`src/rtl/ram_arbiter.sv`:
```
// ram_arbiter: shares one single-ported memory between a CPU instruction port
// and a CPU data port. One access is in flight at a time. The memory-side
// outputs come from registers latched when an access is granted.
// Optional build macro RAM_ARB_RR_EN: when both ports ask at once, the port
// not granted last wins. Without it, the data port always wins ties.
module ram_arbiter (
  input  logic        clk,
  input  logic        rst,
  input  logic        iren,
  input  logic [31:0] iaddr,
  output logic [31:0] iload,
  output logic        iwait,
  input  logic        dren,
  input  logic [3:0]  dwen,
  input  logic [31:0] daddr,
  input  logic [31:0] dstore,
  output logic [31:0] dload,
  output logic        dwait,
  output logic        mem_req,
  output logic [3:0]  mem_we,
  output logic [31:0] mem_addr,
  output logic [31:0] mem_wdata,
  input  logic [31:0] mem_rdata,
  input  logic        mem_ready
);

  typedef enum logic [2:0] {
    IDLE   = 3'd0,
    I_ACC  = 3'd1,
    D_ACC  = 3'd2,
    I_DONE = 3'd3,
    D_DONE = 3'd4
  } state_t;

  state_t      state_r;
  state_t      state_nx_s;

  logic        ireq_s;
  logic        dreq_s;
  logic        grant_i_s;
  logic        grant_d_s;

  logic        mem_req_r;
  logic [3:0]  mem_we_r;
  logic [31:0] mem_addr_r;
  logic [31:0] mem_wdata_r;
  logic [31:0] iload_r;
  logic [31:0] dload_r;

  // The memory is word addressed; the byte offset bits are dropped.
  logic        unused_addr_bits_s;
  assign unused_addr_bits_s = ^{iaddr[1:0], daddr[1:0]};

  // A data request is either a read or any byte write.
  assign ireq_s = iren;
  assign dreq_s = dren | (|dwen);

`ifdef RAM_ARB_RR_EN
  // Remembers which port received the most recent grant (1 = data).
  logic last_d_r;

  // Track the last granted port; reset makes the instruction port win the first tie.
  always_ff @(posedge clk or posedge rst) begin
    if (rst) begin
      last_d_r <= 1'b1;
    end else if (grant_d_s) begin
      last_d_r <= 1'b1;
    end else if (grant_i_s) begin
      last_d_r <= 1'b0;
    end
  end
`endif

  // Pick which port gets the memory when the arbiter is idle.
  always_comb begin
    grant_i_s = 1'b0;
    grant_d_s = 1'b0;
    if (state_r == IDLE) begin
      if (dreq_s && ireq_s) begin
`ifdef RAM_ARB_RR_EN
        if (last_d_r) begin
          grant_i_s = 1'b1;
        end else begin
          grant_d_s = 1'b1;
        end
`else
        grant_d_s = 1'b1;
`endif
      end else if (dreq_s) begin
        grant_d_s = 1'b1;
      end else if (ireq_s) begin
        grant_i_s = 1'b1;
      end else begin
        grant_i_s = 1'b0;
        grant_d_s = 1'b0;
      end
    end else begin
      grant_i_s = 1'b0;
      grant_d_s = 1'b0;
    end
  end

  // State register.
  always_ff @(posedge clk or posedge rst) begin
    if (rst) begin
      state_r <= IDLE;
    end else begin
      state_r <= state_nx_s;
    end
  end

  // Next-state logic. An access whose requester has gone away still runs to
  // completion on the memory, but returns straight to IDLE with no DONE cycle.
  always_comb begin
    state_nx_s = state_r;
    case (state_r)
      IDLE: begin
        if (grant_d_s) begin
          state_nx_s = D_ACC;
        end else if (grant_i_s) begin
          state_nx_s = I_ACC;
        end else begin
          state_nx_s = IDLE;
        end
      end
      I_ACC: begin
        if (mem_ready) begin
          if (ireq_s) begin
            state_nx_s = I_DONE;
          end else begin
            state_nx_s = IDLE;
          end
        end else begin
          state_nx_s = I_ACC;
        end
      end
      D_ACC: begin
        if (mem_ready) begin
          if (dreq_s) begin
            state_nx_s = D_DONE;
          end else begin
            state_nx_s = IDLE;
          end
        end else begin
          state_nx_s = D_ACC;
        end
      end
      I_DONE:  state_nx_s = IDLE;
      D_DONE:  state_nx_s = IDLE;
      default: state_nx_s = IDLE;
    endcase
  end

  // Latch the access on grant, drop the request on completion, capture read data.
  always_ff @(posedge clk or posedge rst) begin
    if (rst) begin
      mem_req_r   <= 1'b0;
      mem_we_r    <= 4'b0000;
      mem_addr_r  <= 32'h0000_0000;
      mem_wdata_r <= 32'h0000_0000;
      iload_r     <= 32'h0000_0013;
      dload_r     <= 32'h0000_0000;
    end else begin
      case (state_r)
        IDLE: begin
          if (grant_d_s) begin
            mem_req_r   <= 1'b1;
            mem_we_r    <= dwen;
            mem_addr_r  <= {daddr[31:2], 2'b00};
            mem_wdata_r <= dstore;
          end else if (grant_i_s) begin
            mem_req_r   <= 1'b1;
            mem_we_r    <= 4'b0000;
            mem_addr_r  <= {iaddr[31:2], 2'b00};
            mem_wdata_r <= 32'h0000_0000;
          end
        end
        I_ACC: begin
          if (mem_ready) begin
            mem_req_r <= 1'b0;
            if (ireq_s) begin
              iload_r <= mem_rdata;
            end
          end
        end
        D_ACC: begin
          if (mem_ready) begin
            mem_req_r <= 1'b0;
            mem_we_r  <= 4'b0000;
            // Writes never touch dload; abandoned reads are discarded.
            if (dreq_s && (mem_we_r == 4'b0000)) begin
              dload_r <= mem_rdata;
            end
          end
        end
        default: begin
          mem_req_r <= mem_req_r;
        end
      endcase
    end
  end

  assign mem_req   = mem_req_r;
  assign mem_we    = mem_we_r;
  assign mem_addr  = mem_addr_r;
  assign mem_wdata = mem_wdata_r;
  assign iload     = iload_r;
  assign dload     = dload_r;

  // Each wait drops for exactly the one DONE cycle of its port.
  assign iwait = ireq_s & (state_r != I_DONE);
  assign dwait = dreq_s & (state_r != D_DONE);

endmodule

```
`config.mk`:
```
export PLATFORM = sky130hd
export DESIGN_NAME = ram_arbiter
export DESIGN_NICKNAME = d
export VERILOG_FILES = /design/src/rtl/ram_arbiter.sv
export SDC_FILE = /design/constraint.sdc
export NUM_CORES = 1
export LEC_CHECK = 0
export CAP_MARGIN = 20
export CORE_MARGIN = 2
export CORE_UTILIZATION = 44
export CTS_CLUSTER_DIAMETER = 200
export DETAILED_ROUTE_END_ITERATION = 10
export GPL_TIMING_DRIVEN = 0
export HOLD_SLACK_MARGIN = 0.15
export PLACE_DENSITY = 0.82
export SLEW_MARGIN = 15
export SYNTH_ARGS = -nofsm -noshare
export SYNTH_HDL_FRONTEND = slang
export SYNTH_SLANG_ARGS = --single-unit
```
`constraint.sdc`:
```
create_clock -name clk -period 11 [get_ports clk]
set_clock_uncertainty 0.2 [all_clocks]
set_input_delay 2.2 -clock clk [delete_from_list [all_inputs] [get_ports clk]]
set_output_delay 2.2 -clock clk [all_outputs]
set_load 0.01 [all_outputs]
```
==> results of run 1 <==
==> worst min-delay path by stage <==
stage                                from               endpoint  slack [ps]  cells past startpoint
floorplan            dload[0]$_DFFE_PP0P_   dload[0]$_DFFE_PP0P_         330                      1
finish               dload[0]$_DFFE_PP0P_   dload[0]$_DFFE_PP0P_         290                      1
global route        iload[14]$_DFFE_PP0P_  iload[14]$_DFFE_PP0P_         310                      1
CTS                 dload[25]$_DFFE_PP0P_  dload[25]$_DFFE_PP0P_         300                      1
detailed placement  dload[25]$_DFFE_PP0P_  dload[25]$_DFFE_PP0P_         280                      1
global placement    dload[25]$_DFFE_PP0P_  dload[25]$_DFFE_PP0P_         280                      1
==> registers in the layout, summed over array words and instances, names as in the netlist <==
name	cells
dload	32
iload	32
mem_addr	30
mem_req	1
mem_wdata	32
mem_we	4
state_r	3
==> cells by family (layout without fill, tap and decap cells) <==
family,after synthesis,in the layout,synth area share
flip-flops,134,134,0.584
XOR/XNOR,1,1,0.00152
multiplexers,64,64,0.125
AND/OR/NAND/NOR,46,46,0.0357
AO/OA/AOI/OAI,106,106,0.191
other,1,2,0.000653
buffers and inverters,69,366,0.0612
==> critical path, delay by kind of cell <==
kind | cells | cell delay [ps]
compound gates | 1 | 70
buf+inv | 3 | 1100
simple gates | 2 | 720
==> per-stage QoR <==
step	util	total power (W)
floorplan	-	0.00112
global placement	0.679	0.00155
CTS	0.730	0.00218
detailed placement	0.682	0.00159
finish	0.730	0.00216
global route	0.730	0.00227
==> power breakdown <==
| group | leakage (nW) | internal, W | switching, W | total (W) |
|---|---|---|---|---|
| clock network | 0.298 | 0.000383 | 0.000205 | 0.000588 |
| logic | 1.98 | 0.000487 | 0.000336 | 0.000824 |
| registers | 1.68 | 0.000659 | 0.0000944 | 0.000753 |
| total | 3.96 | 0.00153 | 0.000635 | 0.00216 |
==> layout make-up <==
class	instances	area, um^2	share of cell area
Sequential cell	134	3360	0.363
Clock inverter	10	153	0.0165
Timing Repair Buffer	265	2670	0.289
Clock buffer	22	454	0.0491
Buffer	37	231	0.0250
Multi-Input combinational cell	219	2040	0.221
Inverter	32	125	0.0135
Tap cell	172	215	0.0233
==> cells in the final DEF, fill, tap and decap left out, types with 2 or more instances in the layout <==
master                            count
sky130_fd_sc_hd__a22o_1              32
sky130_fd_sc_hd__a32o_1               4
sky130_fd_sc_hd__buf_1                2
sky130_fd_sc_hd__buf_2                8
sky130_fd_sc_hd__buf_4                2
sky130_fd_sc_hd__buf_6               10
sky130_fd_sc_hd__bufinv_16            4
sky130_fd_sc_hd__clkbuf_1            19
sky130_fd_sc_hd__clkbuf_16           17
sky130_fd_sc_hd__clkdlybuf4s50_1    264
sky130_fd_sc_hd__clkinv_2             5
sky130_fd_sc_hd__conb_1               2
sky130_fd_sc_hd__dfrtp_1            131
sky130_fd_sc_hd__dfstp_2              3
sky130_fd_sc_hd__inv_1               31
sky130_fd_sc_hd__mux2_1               2
sky130_fd_sc_hd__mux2_2              62
sky130_fd_sc_hd__nand2_1             33
sky130_fd_sc_hd__nor2_1               5
sky130_fd_sc_hd__nor3_1               2
sky130_fd_sc_hd__o211ai_1            30
sky130_fd_sc_hd__o21a_1               2
sky130_fd_sc_hd__o221ai_2            30
==> metal layers <==
layer	GRT usage	vias up	wire length, um
met5	0	-	0
li1	-	2113	-
met1	0.274	2278	6380
met4	0.100	0	431
met2	0.420	198	8530
met3	0.0748	29	1140
==> PnR_summary.wiki, run 1 <==
{| class="wikitable"
! Metric !! Value
|-
| Status || complete, no violations
|-
| Number of antenna cells inserted || 0
|-
| Fin Setup TNS || 0 ps
|-
| Biggest fanout along the worst timing path || 10
|-
| Least-Margin Pin Slew || 638 ps
|-
| Worst reg2reg endpoint || mem_addr[27]$_DFFE_PP0P_
|-
| Pwr/cell area || 234 nW/um^2
|-
| Max rail drop VDD || 0.132 mV
|-
| Sinks on Clock Net || 134
|-
| Class of the tightest hold or removal check || flip-flop to flip-flop
|-
| Placed Instance Area || 8640 um^2
|-
| Clock period minus final worst setup slack || 6500 ps
|-
| R2r setup slk || 8600 ps
|-
| HPWL after detailed placement || 12.1 mm
|-
| Static power due to leakage || 3.96 nW
|-
| Dominant cell type by count on the critical path || sky130_fd_sc_hd__clkdlybuf4s50_1
|-
| Series of cell instances along the critical path || clkdlybuf4s50_1 -> or4_4 -> buf_6 -> nor2_1 -> a21oi_1 -> clkdlybuf4s50_1
|-
| Via count of the first global-routing pass || 5,007
|-
| CTS H-Tree Depth || 4
|-
| Dominant cell by count in the synthesized netlist || sky130_fd_sc_hd__dfrtp_1
|-
| Critical path arrival || 4100 ps
|-
| Slowest cell on the critical path || sky130_fd_sc_hd__or4_4
|-
| Final GP Congestion || 0.781
|-
| Most frequent cells after synthesis || 131 x sky130_fd_sc_hd__dfrtp_1, 62 x sky130_fd_sc_hd__mux2_2, 33 x sky130_fd_sc_hd__nand2_1
|-
| Core box area || 12,700 um^2
|-
| Fraction of the cycle the final worst path needs || 0.591
|-
| Port Buffer Count || 264
|-
| Detail Route Antenna Nets || 0
|-
| Max Root-Sink Buffers || 2
|-
| CP Class || input pin to output port
|-
| Avg Cell Area, Syn || 13.7 um^2
|-
| Floorplan die height || 118 um
|-
| Worst Hold Slack || 295 ps
|-
| Post-Layout Inst Area || 9250 um^2
|-
| Global router's overall resource usage || 0.241
|-
| Type of element capturing the critical path || output port
|-
| Worst Setup Start Kind || input pin
|-
| Via-to-Cell Ratio || 5.18
|-
| Detailed-route via count || 4,618
|-
| Count of yosys warnings during synthesis || 0
|-
| Finished Layout Cells || 891
|-
| Synth-to-Final Area Change || 60.9%
|-
| Filler Cell Count || 899
|-
| First-pass detailed-route iteration total || 4
|-
| Antenna violations before repair || 0
|-
| Quantity of hold-fixing buffers added after cts || 0
|-
| Placed Instances || 859
|-
| Number of violations reported at the end of detailed-routing iteration 0 || 331
|-
| Final Slew Violations || 0
|-
| Worst-Skew Late Latency || 410 ps
|-
| Global route overflow || 0
|-
| Worst-case setup margin in the final layout || 4500 ps
|-
| Crit-path max cell delay || 540 ps
|-
| Clock tree from TritonCTS || done
|-
| Row count || 41
|-
| Clock input transition at the sequential cells of the worst setup and hold paths || 60 ps
|-
| Overall die area || 14,000 um^2
|-
| Primary flip-flop cell chosen by synthesis mapping || sky130_fd_sc_hd__dfrtp_1
|-
| Count of flip-flops with a built-in enable after synthesis || 0
|-
| CP endpoint || dwait
|-
| Library cell with the largest summed area after synthesis || sky130_fd_sc_hd__dfrtp_1
|-
| RSZ-0062 raised after global routing || no
|-
| Number of max-cap violations || 0
|-
| Relative slew margins || 0.575
|-
| Final count of negative-setup-slack endpoints || 0
|-
| Top-area cell type share of the netlist area || 0.570
|-
| Wire length per cell after detailed routing || 18.5 um
|-
| Initial core utilization || 0.454
|-
| Timing startpoint of the critical path || dwen[0]
|-
| Fraction of final layout cells sized beyond drive strength 1 || 0.209
|-
| Launch point of the worst reg-to-reg path || state_r[1]$_DFF_PP0_
|-
| Count of cells resized by post-cts repair || 0
|-
| Highest achievable clock rate || 154 MHz
|-
| Post-synth design cell area || 5750 um^2
|-
| Seq cells post-synth || 134
|-
| Pre-CTS setup slack || 4490 ps
|-
| Sequential-to-total area share from yosys stat || 0.584
|-
| Final-report hold violation count || 0
|-
| Count of nets after finishing || 843
|-
| Synth area leaders || sky130_fd_sc_hd__dfrtp_1 57%, sky130_fd_sc_hd__mux2_2 12%, sky130_fd_sc_hd__o221ai_2 7.8%, sky130_fd_sc_hd__a22o_1 4.9%, sky130_fd_sc_hd__o211ai_1 3.9%
|-
| Cell count of the worst reg-to-reg path || 6
|-
| Req. time, crit path || 8600 ps
|-
| Die boundary width || 118 um
|-
| First-pass GRT wire length || 26.4 mm
|-
| FFs w/ async S/R, synth || 1.00
|-
| Root cell of the clock tree || sky130_fd_sc_hd__clkbuf_16
|-
| Setup bufs post-CTS || 0
|-
| Pin count of the biggest net entering global routing || 73
|-
| Number of instances in the synthesized netlist || 421
|-
| WL final || 16.5 mm
|-
| Count of distinct cell types in the synthesized netlist || 34
|-
| DRC violations left || 0
|-
| Number of buffers created by CTS || 17
|-
| Total I/O pin count || 272
|}
(Power assumes the default switching activity.)
==> inputs of run 2 (changes only) <==
--- a/config.mk
+++ b/config.mk
@@ -7,12 +7,12 @@
 export LEC_CHECK = 0
 export CAP_MARGIN = 20
 export CORE_MARGIN = 2
-export CORE_UTILIZATION = 44
+export CORE_UTILIZATION = 37
 export CTS_CLUSTER_DIAMETER = 200
 export DETAILED_ROUTE_END_ITERATION = 10
 export GPL_TIMING_DRIVEN = 0
 export HOLD_SLACK_MARGIN = 0.15
-export PLACE_DENSITY = 0.82
+export PLACE_DENSITY = 0.73
 export SLEW_MARGIN = 15
 export SYNTH_ARGS = -nofsm -noshare
 export SYNTH_HDL_FRONTEND = slang
==> constraint.sdc (replaced) <==
create_clock -name clk -period 5.55 [get_ports clk]
set_clock_uncertainty 0.2 [all_clocks]
set_input_delay 1.11 -clock clk [delete_from_list [all_inputs] [get_ports clk]]
set_output_delay 1.11 -clock clk [all_outputs]
set_load 0.01 [all_outputs]
==> run 2 against run 1 <==
Effect of this change:
- final cell count increased by 1.6%
- clock-buffer cell count is the same
- largest cell class unchanged
- worst setup slack got worse by 3300 ps
- clock power grew 100%
- design area grew 0.47%
- first-iteration DRC count decreased by 57%
- sequential share of layout area shrank 0.17 points
- register-to-register slack got worse by 5500 ps
- hold slack lost 6.9 ps
- routed wire length is 1.9% lower
- total power increased by 99%
==> PnR_summary.wiki, run 2 (synthesis gave the netlist of run 1 again) <==
{| class="wikitable"
! Metric !! Value
|-
| Clock input transition at the sequential cells of the worst setup and hold paths || 50 ps
|-
| Root cell of the clock tree || sky130_fd_sc_hd__clkbuf_16
|-
| Final GP Congestion || 0.789
|-
| Initial core utilization || 0.378
|-
| Type of element capturing the critical path || output port
|-
| Biggest fanout along the worst timing path || 10
|-
| Fin Setup TNS || 0 ps
|-
| Port Buffer Count || 264
|-
| Worst-Skew Late Latency || 410 ps
|-
| GR Layer Usage met1 || 0.233
|-
| Finished Layout Cells || 905
|-
| Total power draw || 0.00431 W
|-
| Setup bufs post-CTS || 0
|-
| CTS H-Tree Depth || 4
|-
| Sequential fraction of design power || 0.346
|-
| Pre-CTS setup slack || 1220 ps
|-
| Dominant cell type by count on the critical path || sky130_fd_sc_hd__clkdlybuf4s50_1
|-
| Crit-path leading delay family || buffers and inverters
|-
| DRC violations left || 0
|-
| Quantity of hold-fixing buffers added after cts || 0
|-
| Clock period minus final worst setup slack || 4330 ps
|-
| Least-Margin Pin Slew || 703 ps
|-
| Most common library cell in the layout ignoring fill and taps || sky130_fd_sc_hd__clkdlybuf4s50_1
|-
| Cell count of the worst reg-to-reg path || 6
|-
| First-pass GRT wire length || 25.8 mm
|-
| Met2 global-route usage || 0.338
|-
| Worst reg2reg endpoint || mem_addr[29]$_DFFE_PP0P_
|-
| Critical path arrival || 3020 ps
|-
| CP Class || input pin to output port
|-
| Number of buffers created by CTS || 17
|-
| RSZ-0062 raised after global routing || no
|-
| Placed Instances || 875
|-
| Most used cells in the layout excluding fill and tap cells || 264 x sky130_fd_sc_hd__clkdlybuf4s50_1, 131 x sky130_fd_sc_hd__dfrtp_1, 62 x sky130_fd_sc_hd__mux2_2
|-
| Detail Route Antenna Nets || 0
|-
| Number of antenna cells inserted || 0
|-
| Most congested layer reported by global routing || met2
|-
| Count of cells resized by post-cts repair || 0
|-
| Series of cell instances along the critical path || clkdlybuf4s50_1 -> or4_4 -> buf_6 -> nor2_1 -> a21oi_1 -> clkdlybuf4s50_1
|-
| Overall die area || 16,500 um^2
|-
| Sinks on Clock Net || 134
|-
| Static power due to leakage || 3.97 nW
|-
| GR Util met3 || 0.0644
|-
| Number of max-cap violations || 0
|-
| Class of the tightest hold or removal check || flip-flop to flip-flop
|-
| Post-Layout Inst Area || 9290 um^2
|-
| Detailed-route via count || 4,587
|-
| Core box area || 15,200 um^2
|-
| Via count of the first global-routing pass || 4,980
|-
| Max rail drop VDD || 0.226 mV
|-
| Count of nets after finishing || 843
|-
| Global route overflow || 0
|-
| Max Root-Sink Buffers || 2
|-
| Pin count of the biggest net entering global routing || 69
|-
| Wire length per cell after detailed routing || 17.9 um
|-
| Clock tree from TritonCTS || done
|-
| Final-report hold violation count || 0
|-
| Crit-path max cell delay || 540 ps
|-
| Slowest cell on the critical path || sky130_fd_sc_hd__or4_4
|-
| Global router's overall resource usage || 0.200
|-
| First-pass detailed-route iteration total || 4
|-
| Total I/O pin count || 272
|-
| Via-to-Cell Ratio || 5.07
|-
| R2r setup slk || 3130 ps
|-
| Synth-to-Final Area Change || 61.7%
|-
| Relative slew margins || 0.531
|-
| Row count || 45
|-
| Part of the total power dissipated in combinational logic || 0.377
|-
| Highest achievable clock rate || 231 MHz
|-
| Antenna violations before repair || 1
|-
| Clk network pwr share || 0.278
|-
| Die boundary width || 129 um
|-
| HPWL after detailed placement || 12.0 mm
|-
| Number of violations reported at the end of detailed-routing iteration 0 || 142
|-
| Fraction of power spent switching nets || 0.289
|-
| Final Slew Violations || 0
|-
| Status || complete, no violations
|-
| Final count of negative-setup-slack endpoints || 0
|-
| Fraction of final layout cells sized beyond drive strength 1 || 0.211
|-
| Switching power || 0.00125 W
|-
| Hold Crit Endpoint || dload[25]$_DFFE_PP0P_
|-
| Req. time, crit path || 4240 ps
|-
| Pwr/cell area || 464 nW/um^2
|-
| Worst path buffer plus inverter count || 3
|-
| Launch point of the worst reg-to-reg path || state_r[1]$_DFF_PP0_
|-
| Worst-case setup margin in the final layout || 1220 ps
|-
| Hold_sp || dload[25]$_DFFE_PP0P_
|-
| Depth of the worst hold-timing path || 1
|-
| WL final || 16.2 mm
|-
| Internal power summed over all cells || 0.00307 W
|-
| Worst Setup Start Kind || input pin
|-
| Placed Instance Area || 8660 um^2
|-
| Floorplan die height || 129 um
|-
| Fraction of the cycle the final worst path needs || 0.779
|}
-- run 2: cell type report --
| cell class | count | area [um^2] |
|---|---|---|
| fillers | 1186 | 5910 |
| multi-input cells | 219 | 2040 |
| inverters | 32 | 125 |
| clock inverters | 8 | 146 |
| repair buffers | 265 | 2670 |
| plain buffers | 37 | 231 |
| well taps | 188 | 235 |
| flip-flops and latches | 134 | 3360 |
| clock buffers | 22 | 484 |
-- run 2: through the flow --
step,hold slack (ps),util
floorplan,334,-
global placement,278,0.568
detailed placement,286,0.570
CTS,294,0.611
global route,303,0.611
finish,288,0.611
-- run 2: power groups by stage --
stage | sequential [W] | combinational, W | clock [W]
finish | 0.00149 | 0.00163 | 0.00120
global route | 0.00153 | 0.00174 | 0.00127
CTS | 0.00149 | 0.00165 | 0.00122
detailed placement | 0.00150 | 0.00164 | 0
global placement | 0.00149 | 0.00161 | 0
floorplan | 0.00164 | 0.000577 | 0
-- run 2: worst max-delay path by stage --
stage / startpoint / to / slack, ps / cells past startpoint
3_5_place_dp: dwen[0] / dwait / 1220 / 6
3_3_place_gp: rst / mem_wdata[20]$_DFFE_PP0P_ / -1080 / 2
4_1_cts: dwen[0] / dwait / 1210 / 6
5_1_grt: dwen[0] / dwait / 1110 / 6
2_1_floorplan: rst / dload[0]$_DFFE_PP0P_ / 660 / 1
6_report: dwen[0] / dwait / 1220 / 6
-- run 2: worst reg2reg max path, cell delays in order (launching register included) --
cell	delay [ps]
sky130_fd_sc_hd__dfrtp_1	360
sky130_fd_sc_hd__clkbuf_1	200
sky130_fd_sc_hd__nor3_1	520
sky130_fd_sc_hd__buf_2	340
sky130_fd_sc_hd__clkbuf_1	410
sky130_fd_sc_hd__o211ai_1	200
sky130_fd_sc_hd__o221ai_2	100
-- run 2: per-layer routing --
layer / up-vias / wire, um / part of all wire
met3: 36 / 1200 / 0.074
met1: 2257 / 6400 / 0.40
li1: 2113 / - / -
met4: 2 / 495 / 0.031
met2: 179 / 8060 / 0.50
met5: - / 13 / 0.00080
==> inputs of run 3 (changes only) <==
--- a/config.mk
+++ b/config.mk
@@ -7,12 +7,12 @@
 export LEC_CHECK = 0
 export CAP_MARGIN = 20
 export CORE_MARGIN = 2
-export CORE_UTILIZATION = 37
+export CORE_UTILIZATION = 41
 export CTS_CLUSTER_DIAMETER = 200
 export DETAILED_ROUTE_END_ITERATION = 10
 export GPL_TIMING_DRIVEN = 0
 export HOLD_SLACK_MARGIN = 0.15
-export PLACE_DENSITY = 0.73
+export PLACE_DENSITY = 0.77
 export SLEW_MARGIN = 15
 export SYNTH_ARGS = -nofsm -noshare
 export SYNTH_HDL_FRONTEND = slang
==> constraint.sdc (replaced) <==
create_clock -name clk -period 4.2 [get_ports clk]
set_clock_uncertainty 0.2 [all_clocks]
set_input_delay 0.84 -clock clk [delete_from_list [all_inputs] [get_ports clk]]
set_output_delay 0.84 -clock clk [all_outputs]
set_load 0.01 [all_outputs]
==> run 3 against run 2 <==
Effect of this change:
- critical path depth is the same
- global-route usage grew 1.4 points
- clock-buffer cell count shrank 1
- sequential cell count is the same
- register-to-register slack lost 1300 ps
- via count shrank 1.0%
- design area shrank 0.26%
- utilization grew 6.2 points
- worst setup slack lost 790 ps
- first-iteration DRC count grew 48%
- hold slack gained 5.5 ps
- sequential power grew 32%
- largest cell class unchanged
==> PnR_summary.wiki, run 3 (synthesis gave the netlist of run 1 again) <==
{| class="wikitable"
! Metric !! Value
|-
| Status || complete, no violations
|-
| Via count of the first global-routing pass || 4,848
|-
| Antenna violations before repair || 0
|-
| Floorplan die height || 122 um
|-
| Type of element capturing the critical path || output port
|-
| Critical path arrival || 2730 ps
|-
| Quantity of hold-fixing buffers added after cts || 0
|-
| Req. time, crit path || 3160 ps
|-
| Clock input transition at the sequential cells of the worst setup and hold paths || 50 ps
|-
| Class of the tightest hold or removal check || flip-flop to flip-flop
|-
| Detailed-route via count || 4,540
|-
| Series of cell instances along the critical path || clkdlybuf4s50_1 -> or4_4 -> buf_6 -> nor2_1 -> a21oi_1 -> clkdlybuf4s50_1
|-
| Number of buffers created by CTS || 17
|-
| Fin Setup TNS || 0 ps
|-
| WL final || 15.9 mm
|-
| Area occupied by multi-input gates || 2040 um^2
|-
| Die boundary width || 122 um
|-
| Crit-path max cell delay || 540 ps
|-
| Count of cells resized by post-cts repair || 0
|-
| Placed Instances || 869
|-
| Overall die area || 15,000 um^2
|-
| Core box area || 13,800 um^2
|-
| Static power due to leakage || 3.96 nW
|-
| Dominant cell type by count on the critical path || sky130_fd_sc_hd__clkdlybuf4s50_1
|-
| Initial core utilization || 0.417
|-
| Sinks on Clock Net || 134
|-
| Worst-case setup margin in the final layout || 435 ps
|-
| Total I/O pin count || 272
|-
| Final-report hold violation count || 0
|-
| Count of nets after finishing || 845
|-
| Most common library cell in the layout ignoring fill and taps || sky130_fd_sc_hd__clkdlybuf4s50_1
|-
| Pre-CTS setup slack || 430 ps
|-
| Finished Layout Cells || 901
|-
| Row count || 43
|-
| Filler Cell Count || 1,073
|-
| Clock period minus final worst setup slack || 3770 ps
|-
| First-pass detailed-route iteration total || 4
|-
| Worst Hold Slack || 293 ps
|-
| Global router's overall resource usage || 0.214
|-
| Wire length per cell after detailed routing || 17.6 um
|-
| Final Slew Violations || 0
|-
| Via-to-Cell Ratio || 5.04
|-
| Fraction of the cycle the final worst path needs || 0.897
|-
| First-pass GRT wire length || 24.5 mm
|-
| CTS H-Tree Depth || 4
|-
| Relative slew margins || 0.438
|-
| DRC violations left || 0
|-
| HPWL after detailed placement || 11.8 mm
|-
| Global route overflow || 0
|-
| Root cell of the clock tree || sky130_fd_sc_hd__clkbuf_16
|-
| Pin count of the biggest net entering global routing || 39
|-
| Max rail drop VDD || 0.367 mV
|-
| Biggest fanout along the worst timing path || 10
|-
| Detail Route Antenna Nets || 0
|-
| Final GP Congestion || 0.827
|-
| Sequential cell area in the final layout || 3360 um^2
|-
| Final count of negative-setup-slack endpoints || 0
|-
| Worst-Skew Late Latency || 400 ps
|-
| Least-Margin Pin Slew || 841 ps
|-
| Number of antenna cells inserted || 0
|-
| Most used cells in the layout excluding fill and tap cells || 264 x sky130_fd_sc_hd__clkdlybuf4s50_1, 131 x sky130_fd_sc_hd__dfrtp_1, 62 x sky130_fd_sc_hd__mux2_2
|-
| Total power draw || 0.00556 W
|-
| Synth-to-Final Area Change || 61.3%
|-
| Setup bufs post-CTS || 0
|-
| Fraction of final layout cells sized beyond drive strength 1 || 0.214
|-
| Number of max-cap violations || 0
|-
| Pwr/cell area || 600 nW/um^2
|-
| Max Root-Sink Buffers || 2
|-
| Port Buffer Count || 264
|-
| Highest achievable clock rate || 266 MHz
|-
| Number of violations reported at the end of detailed-routing iteration 0 || 210
|-
| Clock tree from TritonCTS || done
|-
| RSZ-0062 raised after global routing || no
|-
| CP Class || input pin to output port
|-
| Worst Setup Start Kind || input pin
|-
| Slowest cell on the critical path || sky130_fd_sc_hd__or4_4
|}
-- run 3: path summary, 6_finish.rpt --
kind | from | to | slack (ps) | cells after the start
min reg2reg | dload[0]$_DFFE_PP0P_ | dload[0]$_DFFE_PP0P_ | 290 | 1
max reg2reg | state_r[1]$_DFF_PP0_ | mem_addr[6]$_DFFE_PP0P_ | 1800 | 6
max in group asynchronous | rst | mem_wdata[4]$_DFFE_PP0P_ | 2180 | 4
min | dload[0]$_DFFE_PP0P_ | dload[0]$_DFFE_PP0P_ | 290 | 1
max | dwen[0] | dwait | 430 | 6
min in group asynchronous | rst | dload[25]$_DFFE_PP0P_ | 750 | 2
-- run 3: critical path: cells and delay by family --
kind	cells	cell delay, ps
buffers and inverters	3	1100
AO/OA/AOI/OAI	1	70
AND/OR/NAND/NOR	2	700
-- run 3: cell type report --
cell class / count / share of cell area
Buffer: 37 / 0.0250
Clock buffer: 21 / 0.0497
Clock inverter: 11 / 0.0135
Inverter: 32 / 0.0134
Multi-Input combinational cell: 219 / 0.220
Sequential cell: 134 / 0.362
Tap cell: 180 / 0.0243
Timing Repair Buffer: 267 / 0.292
-- run 3: metal layers --
| metal | vias to the layer above | wire [um] | global-route usage |
|---|---|---|---|
| li1 | 2115 | - | - |
| met1 | 2211 | 6100 | 0.247 |
| met2 | 183 | 7980 | 0.362 |
| met3 | 31 | 1360 | 0.0748 |
| met4 | 0 | 433 | 0.0905 |
| met5 | - | 0 | 0 |
-- run 3: through the flow --
| step | instance area [um^2] | util |
|---|---|---|
| floorplan | 5750 | - |
| global placement | 8620 | 0.626 |
| detailed placement | 8680 | 0.630 |
| CTS | 9270 | 0.673 |
| global route | 9270 | 0.673 |
| finish | 9270 | 0.673 |
-- run 3: report_power, final --
part / total (W) / internal (W) / switching, W
Clock: 0.00144 / 0.000906 / 0.000539
Sequential: 0.00197 / 0.00173 / 0.000247
Combinational: 0.00214 / 0.00128 / 0.000865
Total: 0.00556 / 0.00391 / 0.00165
